## src/rtl/uart_pkg.sv

```systemverilog
// Shared UART definitions: arbiter state encoding, frame length and default
// start timeout, plus a small index helper.
package uart_pkg;

  typedef enum logic [1:0] {
    ST_IDLE       = 2'd0,
    ST_WAIT_START = 2'd1,
    ST_WAIT_DONE  = 2'd2
  } uart_state_e;

  // start + 8 data + parity + 2 stop, in baud periods
  localparam int UART_FRAME_BITS = 12;

  // cycles allowed between a latch pulse and the transmitter raising busy
  localparam int DEFAULT_START_TIMEOUT = 4;

  // next index after cur, wrapping modulo n
  function automatic int wrap_inc(input int cur, input int n);
    return (cur + 1 >= n) ? 0 : cur + 1;
  endfunction

endpackage

```

## src/rtl/rr_pick.sv

```systemverilog
// Combinational round-robin picker: returns the first set request at or
// after index 'base', wrapping modulo N. 'any' is low when nothing is set.
module rr_pick #(
  parameter int N     = 4,
  parameter int IDX_W = 2
) (
  input  logic [N-1:0]     req,
  input  logic [IDX_W-1:0] base,
  output logic [IDX_W-1:0] idx,
  output logic             any
);

  logic [2*N-1:0] w_dbl;
  logic [2*N-1:0] w_shift;
  logic [N-1:0]   w_rot;

  // rotate the request vector so that bit 0 corresponds to 'base'
  assign w_dbl   = {req, req};
  assign w_shift = w_dbl >> base;
  assign w_rot   = w_shift[N-1:0];

  // scan from the far end so the smallest offset from base wins
  always_comb begin
    int c;
    idx = '0;
    any = 1'b0;
    c   = 0;
    for (int k = N - 1; k >= 0; k--) begin
      if (w_rot[k]) begin
        c = int'(base) + k;
        if (c >= N) c = c - N;
        idx = IDX_W'(c);
        any = 1'b1;
      end
    end
  end

endmodule

```

## src/rtl/uart_tx_arbiter.sv

```systemverilog
// Round-robin arbiter sharing one UART transmitter among NREQ requesters.
// A grant stays locked to one requester until it sends a byte marked last,
// so multi-byte messages are never interleaved on the wire.
module uart_tx_arbiter
  import uart_pkg::*;
#(
  parameter int NREQ          = 4,
  parameter int IDX_W         = 2,
  parameter int START_TIMEOUT = DEFAULT_START_TIMEOUT
) (
  input  logic              clk,
  input  logic              nrst,
  input  logic [NREQ-1:0]   req_valid,
  input  logic [8*NREQ-1:0] req_data,
  input  logic [NREQ-1:0]   req_last,
  output logic [NREQ-1:0]   req_ready,
  output logic [7:0]        tx_data,
  output logic              tx_latch,
  input  logic              tx_busy,
  output logic [IDX_W-1:0]  grant_id,
  output logic              locked,
  output logic              err
);

  // counter must be able to hold START_TIMEOUT-1; START_TIMEOUT is at least 1
  localparam int CNT_W = (START_TIMEOUT < 2) ? 1 : $clog2(START_TIMEOUT);
  localparam logic [IDX_W-1:0] LAST_IDX = IDX_W'(NREQ - 1);

  uart_state_e      r_state;
  uart_state_e      w_state_next;
  logic [7:0]       r_tx_data;
  logic             r_tx_latch;
  logic [IDX_W-1:0] r_grant_id;
  logic             r_locked;
  logic             r_err;
  logic [CNT_W-1:0] r_cnt;

  logic [IDX_W-1:0] w_base;
  logic [IDX_W-1:0] w_pick_idx;
  logic             w_pick_any;
  logic [IDX_W-1:0] w_sel;
  logic             w_sel_ok;
  logic [NREQ-1:0]  w_ready;
  logic             w_xfer;
  logic [7:0]       w_sel_data;
  logic             w_sel_last;
  logic             w_timeout;

  // search starts one past the last grant so every requester gets a turn
  assign w_base = (r_grant_id >= LAST_IDX) ? '0 : r_grant_id + IDX_W'(1);

  rr_pick #(
    .N     (NREQ),
    .IDX_W (IDX_W)
  ) u_pick (
    .req  (req_valid),
    .base (w_base),
    .idx  (w_pick_idx),
    .any  (w_pick_any)
  );

  // a locked message holds the grant even if its owner drops valid
  assign w_sel    = r_locked ? r_grant_id : w_pick_idx;
  assign w_sel_ok = r_locked | w_pick_any;

  // ready is one-hot at most, and forced low while reset is held
  for (genvar gi = 0; gi < NREQ; gi++) begin : g_ready
    assign w_ready[gi] = nrst & (r_state == ST_IDLE) & ~tx_busy & w_sel_ok &
                         (w_sel == IDX_W'(gi));
  end

  assign req_ready = w_ready;
  assign w_xfer    = |(req_valid & w_ready);

  // one-hot mux of the selected requester's byte and last flag
  always_comb begin
    w_sel_data = '0;
    w_sel_last = 1'b0;
    for (int i = 0; i < NREQ; i++) begin
      if (w_sel == IDX_W'(i)) begin
        w_sel_data = req_data[8*i +: 8];
        w_sel_last = req_last[i];
      end
    end
  end

  assign w_timeout = (r_state == ST_WAIT_START) & ~tx_busy &
                     (r_cnt == CNT_W'(START_TIMEOUT - 1));

  // state register
  always_ff @(posedge clk or negedge nrst) begin
    if (!nrst) r_state <= ST_IDLE;
    else       r_state <= w_state_next;
  end

  // next-state logic: latch, wait for busy to rise, then wait for it to fall
  always_comb begin
    w_state_next = r_state;
    case (r_state)
      ST_IDLE: begin
        if (w_xfer) w_state_next = ST_WAIT_START;
      end
      ST_WAIT_START: begin
        if (tx_busy)        w_state_next = ST_WAIT_DONE;
        else if (w_timeout) w_state_next = ST_IDLE;
      end
      ST_WAIT_DONE: begin
        if (!tx_busy) w_state_next = ST_IDLE;
      end
      default: w_state_next = ST_IDLE;
    endcase
  end

  // datapath: capture the byte on transfer, track lock, count start timeout
  always_ff @(posedge clk or negedge nrst) begin
    if (!nrst) begin
      r_tx_data  <= '0;
      r_tx_latch <= 1'b0;
      r_grant_id <= LAST_IDX;
      r_locked   <= 1'b0;
      r_err      <= 1'b0;
      r_cnt      <= '0;
    end else begin
      r_tx_latch <= w_xfer;
      if (w_xfer) begin
        r_tx_data  <= w_sel_data;
        r_grant_id <= w_sel;
        r_locked   <= ~w_sel_last;
        r_cnt      <= '0;
      end else if (r_state == ST_WAIT_START && !tx_busy) begin
        if (w_timeout) begin
          // transmitter never started: flag it and drop the message lock
          r_err    <= 1'b1;
          r_locked <= 1'b0;
        end else begin
          r_cnt <= r_cnt + CNT_W'(1);
        end
      end
    end
  end

  assign tx_data  = r_tx_data;
  assign tx_latch = r_tx_latch;
  assign grant_id = r_grant_id;
  assign locked   = r_locked;
  assign err      = r_err;

endmodule

```

## config.mk

```make
export PLATFORM = sky130hd
export DESIGN_NAME = uart_tx_arbiter
export DESIGN_NICKNAME = d
export VERILOG_FILES = /design/src/rtl/uart_pkg.sv /design/src/rtl/rr_pick.sv /design/src/rtl/uart_tx_arbiter.sv
export SDC_FILE = /design/constraint.sdc
export NUM_CORES = 1
export LEC_CHECK = 0
export ABC_AREA = 1
export CAP_MARGIN = 20
export CORE_UTILIZATION = 30
export DETAILED_ROUTE_END_ITERATION = 7
export MAX_ROUTING_LAYER = met4
export PLACE_DENSITY = 0.68
export REMOVE_ABC_BUFFERS = 1
export SYNTH_ARGS = -nofsm -noshare
export SYNTH_HDL_FRONTEND = slang
export SYNTH_SLANG_ARGS = --single-unit
```

## constraint.sdc

```tcl
create_clock -name clk -period 4.3 [get_ports clk]
set_input_delay 0.43 -clock clk [delete_from_list [all_inputs] [get_ports clk]]
set_output_delay 0.43 -clock clk [all_outputs]
set_load 0.01 [all_outputs]
```

# --- Yosys cells after proc, flatten, opt, wreduce, memory -nomap -nowiden ---
# Index checks and enable logic that the tools add are counted.
totals:
  ff_bits: 17
  in_bits: 43
  word_cells: 90
  out_inout_bits: 17
op_classes:
  muxes: 33
  reduce_logical: 11
  n_shift: 1
  eq_ne: 10
  bitwise: 14
  addsub: 9
  n_lt_le_gt_ge: 5
ops:
  columns: ["operator", "n"]
  rows:
  - ["2-bit two-way mux", 17]
  - ["8-bit two-way mux", 4]
  - ["1-bit two-way mux", 11]
  - ["1-bit AND", 9]
  - ["3-bit >= comparator, second input constant", 3]
  - ["2-bit == test, second input constant", 4]
  - ["8-bit by 2-bit >> shifter with 4-bit output", 1]
  - ["2-bit by 1-bit subtractor with 2-bit output, second input constant", 4]
  - ["2-bit by 2-bit adder with 3-bit output, second input constant", 2]
  - ["2-bit != test, second input constant", 3]
  - ["2-bit case mux with 3 select lines", 1]
  - ["3-bit AND reduction", 2]
  - ["2-bit by 1-bit adder with 2-bit output, second input constant", 2]
  - ["4-bit AND", 1]
  - ["2-bit by 1-bit == test with 1-bit output, second input constant", 2]
  - ["2-bit logical NOT", 2]
  - ["2-bit AND reduction", 2]
  - ["2-bit nonzero test", 2]
  - ["4-bit OR reduction", 1]
  - ["2-bit by 1-bit adder with 3-bit output, second input constant", 1]
  - ["2-bit by 3-bit >= comparator with 1-bit output, second input constant", 1]
  - ["3-bit != test, second input constant", 1]
  - ["1-bit NOT", 3]
  - ["2-bit >= comparator, second input constant", 1]
  - ["other kinds (3)", 3]

# --- Depth between registers and ports, before layout ---
depth:
  depth_word: 17
  depth_mapped: 19
  ltp_nobuf: 17

# --- By module ---
# From an unflattened synthesis, not the netlist that was laid out.
unflattened:
  hier_cells: 204
  area_unflattened_um2: 1422.6
modules_own_cells:
  columns: ["mod", "cells_each", "instances", "seq_area_each_um2", "area_per_inst_um2"]
  rows:
  - ["uart_tx_arbiter", 155, 1, 427.9, 1172.4]
  - ["rr_pick", 49, 1, 0.0, 250.2]

# --- Least setup slack after synthesis ---
# Ideal clock, no wire load.
synth_path:
  path_type: "register to output"
  startpoint: "register r_grant_id[0], in the netlist grant_id[0]"
  endpoint: "output req_ready[1]"
  required_ps: 3870
  arrival_ps: 2233
  n_path_buf: 2
  slack_ps: 1637
  stages_incl_launch_ff: 15
  cell_sequence: "dfstp_2 buf_6 inv_4 ha_1 inv_2 nand3_1 nand2_1 and2_1 nand2_1 nand2_1 nand2_2 nand2_4 inv_2 buf_2 nor3_1"
synth_between:
  elab_chain_cells: 12
  elab_cells_between_ends: 32
  classes_between: "8 x add/sub; 5 x order compare; 1 x eq/ne; 1 x shift; 14 x mux; 3 x bitwise"
synth_lines:
  columns: ["item", "line_no", "text"]
  rows:
  - ["from (decl)", "uart_tx_arbiter.sv:33", "logic [IDX_W-1:0] r_grant_id;"]
  - ["from (signal assigned)", "uart_tx_arbiter.sv:127", "r_grant_id <= w_sel;"]
  - ["2-bit by 1-bit adder with 2-bit output / 2-bit >= comparator (equally long branches)", "uart_tx_arbiter.sv:50", "assign w_base = (r_grant_id >= LAST_IDX) ? '0 : r_grant_id + IDX_W'(1);"]
  - ["2-bit two-way mux", "uart_tx_arbiter.sv:50", null]
  - ["2-bit by 2-bit adder with 3-bit output", "rr_pick.sv:30", "c = int'(base) + k;"]
  - ["3-bit >= comparator / 2-bit by 1-bit subtractor with 2-bit output (equally long branches)", "rr_pick.sv:31", "if (c >= N) c = c - N;"]
  - ["2-bit two-way mux", "rr_pick.sv:31", null]
  - ["2-bit two-way mux (4 in series)", "rr_pick.sv:29", "if (w_rot[k]) begin"]
  - ["2-bit two-way mux", "uart_tx_arbiter.sv:63", "assign w_sel = r_locked ? r_grant_id : w_pick_idx;"]
  - ["2-bit by 1-bit == test with 1-bit output", "uart_tx_arbiter.sv:69", "(w_sel == IDX_W'(gi));"]
  - ["1-bit AND *", "uart_tx_arbiter.sv:68", "assign w_ready[gi] = nrst & (r_state == ST_IDLE) & ~tx_busy & w_sel_ok &"]
  - ["to (decl)", "uart_tx_arbiter.sv:16", "output logic [NREQ-1:0] req_ready,"]
# Every way passes the cells marked *; elsewhere a longest branch is shown, timed or not.

# --- Worst setup path after layout ---
# Ends and elaborated chain as after synthesis.

==> results.md <==
* # DRC at 0
* Maximum VDD drop at 0.000240 V
* Commonest non-fill, non-tap cell in the layout: clkdlybuf4s50_1
* Slew Viols, Final at 0
* Metal2 WL at between 1500 and 2000 µm
* HPWL Detailed at 2940 µm
* Worst Path Arrival at 3.11 ns
* CTS tree: yes
* CTS resizes at 0
* Vias in the first global route at 1381
* Routed Antenna Nets at 0
* # clock sinks at 17
* Bufs on Longest Clock Path at 2
* Fillcell total at 440
* Hold Path Cell Cnt at 1
* Crit. End Element: primary output
* Final period util at 0.823
* Max Clk Rate at approximately 280 MHz
* Core area at between 4000 and 5000 µm²
* Mapped Cells at 201
* Final Critical Period at approximately 3.5 ns
* # diodes at 0
* Max Used Layer: met3
* Multi-input gate area at about 800 µm²
* H-tree levels at 1
* Critical path's most frequent cell: nand2_1
* Area post-placement at roughly 2000 µm²
* Hold WC Path Type: reg2reg
* Overflow after GRT at 0
* CTS Buf Count at 3
* Yosys reg bits at 17
* Final Non-Filler Cells at a little over 300
* Slew @ Worst Pin at about 0.39 ns
* CP Class: reg2out
* Area grow syn2layout at 47.4%
* DIE HEIGHT at 69.7 µm
* Met3 WL at between 150 and 200 µm
* Layout net count at between 300 and 400
* Avg Cell Area, Syn at between 6 and 7 µm²
* CP Max Fanout at 25
* Starting DRT DRC Count at between 40 and 50
* Ratio of cells with drive above 1 in the final layout at 0.0977
* Power Dens Cells at about 750 nW/µm²
* Outcome: finished, final reports clean
* Final setup vio count at 0
* Total placed cells including tap cells at a little over 300
* # rows at 24
* Horiz. Die Dim at roughly 70 µm
* Leakage at between 0.0009 and 0.001 µW
* Critical Path RT at between 3 and 4 ns
* I/O Pins at 60
* GRT Total Usage at 0.165
* Storage cell area at around 430 µm²
* Met1 wire length at roughly 1700 µm
* Worst slack, placed at about 1 ns
* R2r worst-path depth at 16
* CP Cell Sequence: inv_4, ha_1, inv_2, nand3_1, nand2_1, and2_1, nand2_1, nand2_1, nand2_2, nand2_4, inv_2, nor3_1, clkdlybuf4s50_1
* DIE AREA at approximately 4900 µm²
* Design Area, Final at a little over 2000 µm²
* Yosys warning total at 0
* Drt via density at 4.93
* IO buf count at 59
* Most frequent cells in the layout: 59 x clkdlybuf4s50_1, 53 x nand2_1, 38 x nand3_1
* Gpl congestion at around 0.9
* Starting Density at 0.313
* Post-CTS Hold Fix Bufs at 0
* CTS clk-pin slew, worst paths at 0.06 ns
* CP Launch Type: flip-flop
* Final WL at 3780 µm
* Overall Power at approximately 1500 µW
* Final number of hold-violating endpoints at 0
* Setup_tns at 0 ns
* Fin worst setup slack at ~0.76 ns
* Vias at about 1500
* Synthesized area at around 1400 µm²
* Root Buffer: clkbuf_8
* Register area share after synthesis at 0.311
* Headroom to the max-slew limit at 0.739
* Worst clock skew at ~0.0036 ns
* MaxCap Viol Count at 0
* Netlist cell types at 32
* First-pass GRT wire length at around 6400 µm
* Critical path's slowest cell: dfstp_2
* Detailed-router iteration count before antenna repair at 4
* Initial antenna violation count at 0
* Skew-Pair Late Insertion Delay at ~0.25 ns
* Largest net degree at the start of global routing at 26
* Max stage delay on crit path at around 0.64 ns
* Wirelength per Cell at 12.3 µm
* Postcts setup bufs at 0
* RSZ-0062 raised after global routing: no
[cell usage after synthesis]
library cell	instances	share of area
a21oi_1	2	0.0073
a31oi_1	1	0.0046
a31oi_2	1	0.0091
and2_1	1	0.0046
buf_2	7	0.025
buf_4	1	0.0055
buf_6	2	0.016
dfrtp_1	15	0.27
dfstp_2	2	0.038
ha_1	3	0.027
inv_1	14	0.038
inv_2	5	0.014
inv_4	1	0.0046
mux2i_1	1	0.0073
nand2_1	53	0.14
nand2_2	3	0.014
nand2_4	2	0.016
nand3_1	38	0.14
nand3_2	1	0.0073
nand3b_1	1	0.0055
nand4_1	12	0.055
nor2_1	11	0.030
nor2_2	1	0.0046
nor2_4	1	0.0082
nor2_8	1	0.015
nor3_1	4	0.015
nor4_1	1	0.0046
o21ai_0	1	0.0036
o21ai_1	10	0.036
o21bai_1	1	0.0055
or2_2	2	0.0091
xor2_1	2	0.013
[state kept, by name (all words and copies together), names as in the netlist]
name	flops
tx_latch	1
r_state	2
locked	1
err	1
r_cnt	2
tx_data	8
grant_id	2
[worst max-delay path: cells and delay by family, from the launching register on]
kind,cells,cell delay (ns)
flip-flops,1,0.64
adder cells (fa/ha/maj),1,0.38
AND/OR/NAND/NOR,8,0.91
buffers and inverters,4,0.92
[kinds of logic after synthesis]
family / share of synthesized area
AO/OA/AOI/OAI: 0.0665
XOR/XNOR: 0.0128
adder cells (fa/ha/maj): 0.0273
buffers and inverters: 0.104
flip-flops: 0.311
multiplexers: 0.00729
AND/OR/NAND/NOR: 0.471
[cell type report]
type,instances,share of cell area
multi-input cells,154,0.397
repair buffers,61,0.299
flip-flops and latches,17,0.211
inverters,20,0.0383
well taps,52,0.0321
clock buffers,4,0.0222
[power breakdown]
group / internal (µW) / switching (µW) / total, µW
clock: 65.6 / 51.0 / 117
combinational: 433 / 685 / 1120
sequential: 232 / 52.8 / 285
total: 731 / 789 / 1520
[stage by stage]
stage | hold WS (ns) | util
floorplan | 0.134 | -
global placement | 0.459 | 0.451
detailed placement | 0.465 | 0.451
CTS | 0.481 | 0.462
global route | 0.504 | 0.462
finish | 0.477 | 0.462
[worst paths after layout]
path / start / end / slack [ns]
worst min-delay path: err$_DFFE_PN0P_ / err$_DFFE_PN0P_ / 0.48
worst max register to register: grant_id[0]$_DFFE_PN1P_ / r_cnt[0]$_DFFE_PN0P_ / 1.31
min in group asynchronous: nrst / r_state[1]$_DFFE_PN0P_ / 0.50
worst min register to register: err$_DFFE_PN0P_ / err$_DFFE_PN0P_ / 0.48
max in group asynchronous: nrst / grant_id[1]$_DFFE_PN1P_ / 3.54
worst max-delay path: grant_id[0]$_DFFE_PN1P_ / req_ready[1] / 0.76
[per-layer routing]
layer	track usage	vias to the layer above
met1	0.212	689
met5	-	-
met4	0.0133	0
met2	0.283	45
met3	0.0320	0
li1	-	783
Power figures use the tool's default switching activity.
==> edit 1 (config.mk and constraints unchanged) <==
`IDX_W` is set to 2 in 2 places; all go to 3.
--- a/src/rtl/rr_pick.sv
+++ b/src/rtl/rr_pick.sv
@@ -2,7 +2,7 @@
 // after index 'base', wrapping modulo N. 'any' is low when nothing is set.
 module rr_pick #(
   parameter int N     = 4,
-  parameter int IDX_W = 2
+  parameter int IDX_W = 3
 ) (
   input  logic [N-1:0]     req,
   input  logic [IDX_W-1:0] base,
--- a/src/rtl/uart_tx_arbiter.sv
+++ b/src/rtl/uart_tx_arbiter.sv
@@ -5,7 +5,7 @@
   import uart_pkg::*;
 #(
   parameter int NREQ          = 4,
-  parameter int IDX_W         = 2,
+  parameter int IDX_W         = 3,
   parameter int START_TIMEOUT = DEFAULT_START_TIMEOUT
 ) (
   input  logic              clk,
Ports: changed (resized grant_id); port bits go from 60 to 61. The function was not compared with the original's and may differ.
==> edit 1 against the original RTL <==
Hold slack worse by 0.014 ns; clock power is 16% higher; sequential cell count is 1 higher; via count is 8.9% higher; final area is 10% higher; cell count is 14% higher; register-to-register slack worse by 0.22 ns; setup slack worse by 0.0034 ns; area after synthesis is 11% higher; combinational power is 29% higher; power is 23% higher; routed wire length is 4.9% higher; critical path type unchanged; largest cell class unchanged.
==> edit 1: results (changes against the original RTL) <==
- WL met3: 202 um (+20%)
- Seq/total area: 20.3% (-0.87 points)
- Pin count of the biggest net entering global routing: 20 (-23%)
- First-pass GRT wire length: 6.85 mm (+7.6%)
- GP Congestion: 0.883 (+0.50%)
- Multi-input logic area: 945 sq um (+18%)
- Top post-synthesis cells by area: dfrtp_1 (26%), nand2_1 (19%), nand3_1 (10%)
- Number of logic inverters in the finished layout: 24 (+20%)
- CP Max Fanout: 13 (-48%)
- Distinct cells, synth: 31 (-3.1%)
- Status: complete, no violations
- R2R Path End: tx_data[7]
- Post-synthesis mux area share: 0.656% (-0.072 points)
- Worst slack at placement: 1.03 ns (+0.00582 ns)
- Seq/Total Area, Yosys: 29.7% (-1.5 points)
- Synth Area in Compound Gates: 2.38% (-4.3 points)
- Detailed-route via count: 1,652 (+8.9%)
- Synth Area in XOR/XNOR: 0.574% (-0.70 points)
- WL final: 3.97 mm (+4.9%)
- Final std cells w/o fill: 352 (+14%)
- Share of layout cells above drive strength 1: 11.9% (+2.2 points)
- Fin nets: 333 (+9.9%)
- Met1 GRT Util: 20.9% (-0.31 points)
- WL met2: 1.89 mm (-0.89%)
- Adder-cell share of the synthesized area: 3.28% (+0.55 points)
- #MultiIn Comb: 178 (+16%)
[edit 1: changes by cell type after synthesis, moves of 3 or more]
| cell | unedited run | this run |
|---|---|---|
| nor3_1 | 4 | 1 |
| nand4_1 | 12 | 19 |
| o21ai_1 | 10 | 0 |
| buf_2 | 7 | 0 |
| nor2_2 | 1 | 5 |
| clkbuf_1 | 0 | 3 |
| nand3_1 | 38 | 31 |
| nor2_1 | 11 | 15 |
| nand2_1 | 53 | 77 |
| inv_1 | 14 | 18 |
[edit 1: worst max-delay path, cell delays in order, from the launching register on]
cell	delay (ns)
dfrtp_1	0.50
inv_1	0.12
ha_1	0.27
nor2_8	0.18
nand2_2	0.10
nor2_4	0.14
nand3_1	0.13
nand2_2	0.12
nand2_1	0.07
a21oi_1	0.12
nand2_1	0.11
nand2_2	0.23
nand4_1	0.16
inv_1	0.08
clkdlybuf4s50_1	0.53
==> edit 2 (config.mk and constraints unchanged) <==
Made on the original files. Put one more register stage on the output `err`. The value now appears one clock later. The other outputs are not delayed to match.
--- a/src/rtl/uart_tx_arbiter.sv
+++ b/src/rtl/uart_tx_arbiter.sv
@@ -143,7 +143,9 @@
   assign tx_latch = r_tx_latch;
   assign grant_id = r_grant_id;
   assign locked   = r_locked;
-  assign err      = r_err;
+  always_ff @(posedge clk) begin
+    err <= r_err;
+  end
 
 endmodule
 
Check against the original RTL: not equivalent (a bounded check fails within 10 cycles, from zero or initial values and one cycle with nrst low).
==> edit 2 against the original RTL <==
Combinational power about the same; setup slack got worse by 0.030 ns; highest routed layer is now met4; routed wire length increased by 6.4%; critical path depth unchanged; final area increased by 1.3%; synthesized cell count increased by 1.5%; sequential cell count increased by 1; hold slack got worse by 0.11 ns; critical endpoint unchanged; area after synthesis increased by 1.8%; cell count increased by 1.3%; die area increased by 1.8%; power increased by 1.5%; largest cell class unchanged.
==> edit 2: results (changes against the original RTL) <==
- Post-synthesis mux area share: 0.716% (-0.013 points)
- DP HPWL: 3.00 mm (+2.1%)
- Status: complete, no violations
- Distinct cells, synth: 29 (-9.4%)
- Asr flop ratio synth: 94.4% (-5.6 points)
- Max IR drop VDD: 0.000316 V (+32%)
- Via density: 4.83 (-1.9%)
- Clock insertion delay at the later pin of the skew report: 0.26 ns
- GP Congestion: 0.867 (-1.3%)
- Fill count: 436 (-0.91%)
- Worst Tran Pin Value: 0.555 ns (+0.165 ns)
- CP Max Fanout: 23 (-8.0%)
- Adder-cell share of the synthesized area: 2.68% (-0.049 points)
- Synth top cells by count: nand2_1 (60), nand3_1 (36), inv_1 (16)
- Final Skew: 0.00387 ns (+0.000228 ns)
- Iter 0 DRT Violations: 92 (+92%)
- Fin nets: 307 (+1.3%)
- Synth Area in XOR/XNOR: 1.25% (-0.023 points)
- First-pass GRT wire length: 6.58 mm (+3.4%)
- CP arrival: 3.14 ns (+0.03 ns)
- Buffers on Ports: 59 (unchanged)
- Pin count of the biggest net entering global routing: 25 (-3.8%)
- Top post-synthesis cells by area: dfrtp_1 (27%), nand2_1 (16%), nand3_1 (13%)
- Gr usage total: 17.1% (+0.55 points)
- Vias in the first global route: 1,384 (+0.22%)
- Synth Area in Compound Gates: 1.97% (-4.7 points)
- LEAKAGE: 0.973 nW (+1.9%)
- Drt wl/cell: 12.9 um (+5.1%)
- Clock-pin slew on the worst setup and hold paths: 0.07 ns
- Worst slack at placement: 1.02 ns (-0.00743 ns)
- Share of layout cells above drive strength 1: 11.5% (+1.8 points)
- Seq/Total Area, Yosys: 32.0% (+0.87 points)
- CTS root buf: clkbuf_8
- Hold Path Class: flop to flop
[edit 2: power by group]
| part | switching [mW] | internal (mW) |
|---|---|---|
| clock network | 0.0599 | 0.0660 |
| logic | 0.691 | 0.425 |
| registers | 0.0563 | 0.244 |
| total | 0.808 | 0.735 |
[edit 2: cell families after synthesis]
group | Yosys count
simple gates | 145
fa+ha+maj | 3
buf+inv | 30
flops | 18
mux | 1
compound gates | 5
xor+xnor | 2
[edit 2: path summary, 6_finish.rpt]
kind | start | endpoint | slack, ns | cells past startpoint
min reg2reg | r_err | err | 0.37 | 0
max | grant_id[0] | req_ready[1] | 0.73 | 13
max in group asynchronous | nrst | grant_id[0] | 3.43 | 2
max reg2reg | grant_id[0] | tx_data[7] | 1.29 | 16
min in group asynchronous | nrst | tx_latch | 0.61 | 2
min | r_err | err | 0.37 | 0
[edit 2: worst reg2reg max path, stage by stage (launching register included)]
cell	delay, ns
dfstp_2	0.65
inv_4	0.08
ha_1	0.38
inv_2	0.14
nand3_2	0.08
nand2_2	0.08
and2_1	0.12
nand2_1	0.05
nand2_1	0.06
nand2_2	0.06
nand2_4	0.24
inv_2	0.18
nand4_1	0.12
nand2_2	0.08
nor2_2	0.44
nand2_1	0.10
nand2_1	0.10
[edit 2: cell type report]
cell class	instances	share of cell area, %
Multi-Input combinational cell	156	39.3
Timing Repair Buffer	61	29.5
Sequential cell	18	21.8
Inverter	21	3.97
Tap cell	52	3.17
Clock buffer	4	2.20
[edit 2: per-layer routing]
metal / GRT usage (%) / vias up / wire length [um]
li1: - / 776 / -
met4: 3.78 / 0 / 64
met1: 22.1 / 682 / 1920
met3: 3.61 / 7 / 193
met2: 27.3 / 43 / 1850
met5: - / - / 0
[edit 2: per-stage QoR]
stage,instance area (sq um),cells,hold slack [ns]
2_1_floorplan,1340,195,0.134
3_3_place_gp,2010,308,0.352
5_1_grt,2050,312,0.384
3_5_place_dp,2010,308,0.355
4_1_cts,2050,312,0.372
6_report,2050,312,0.366
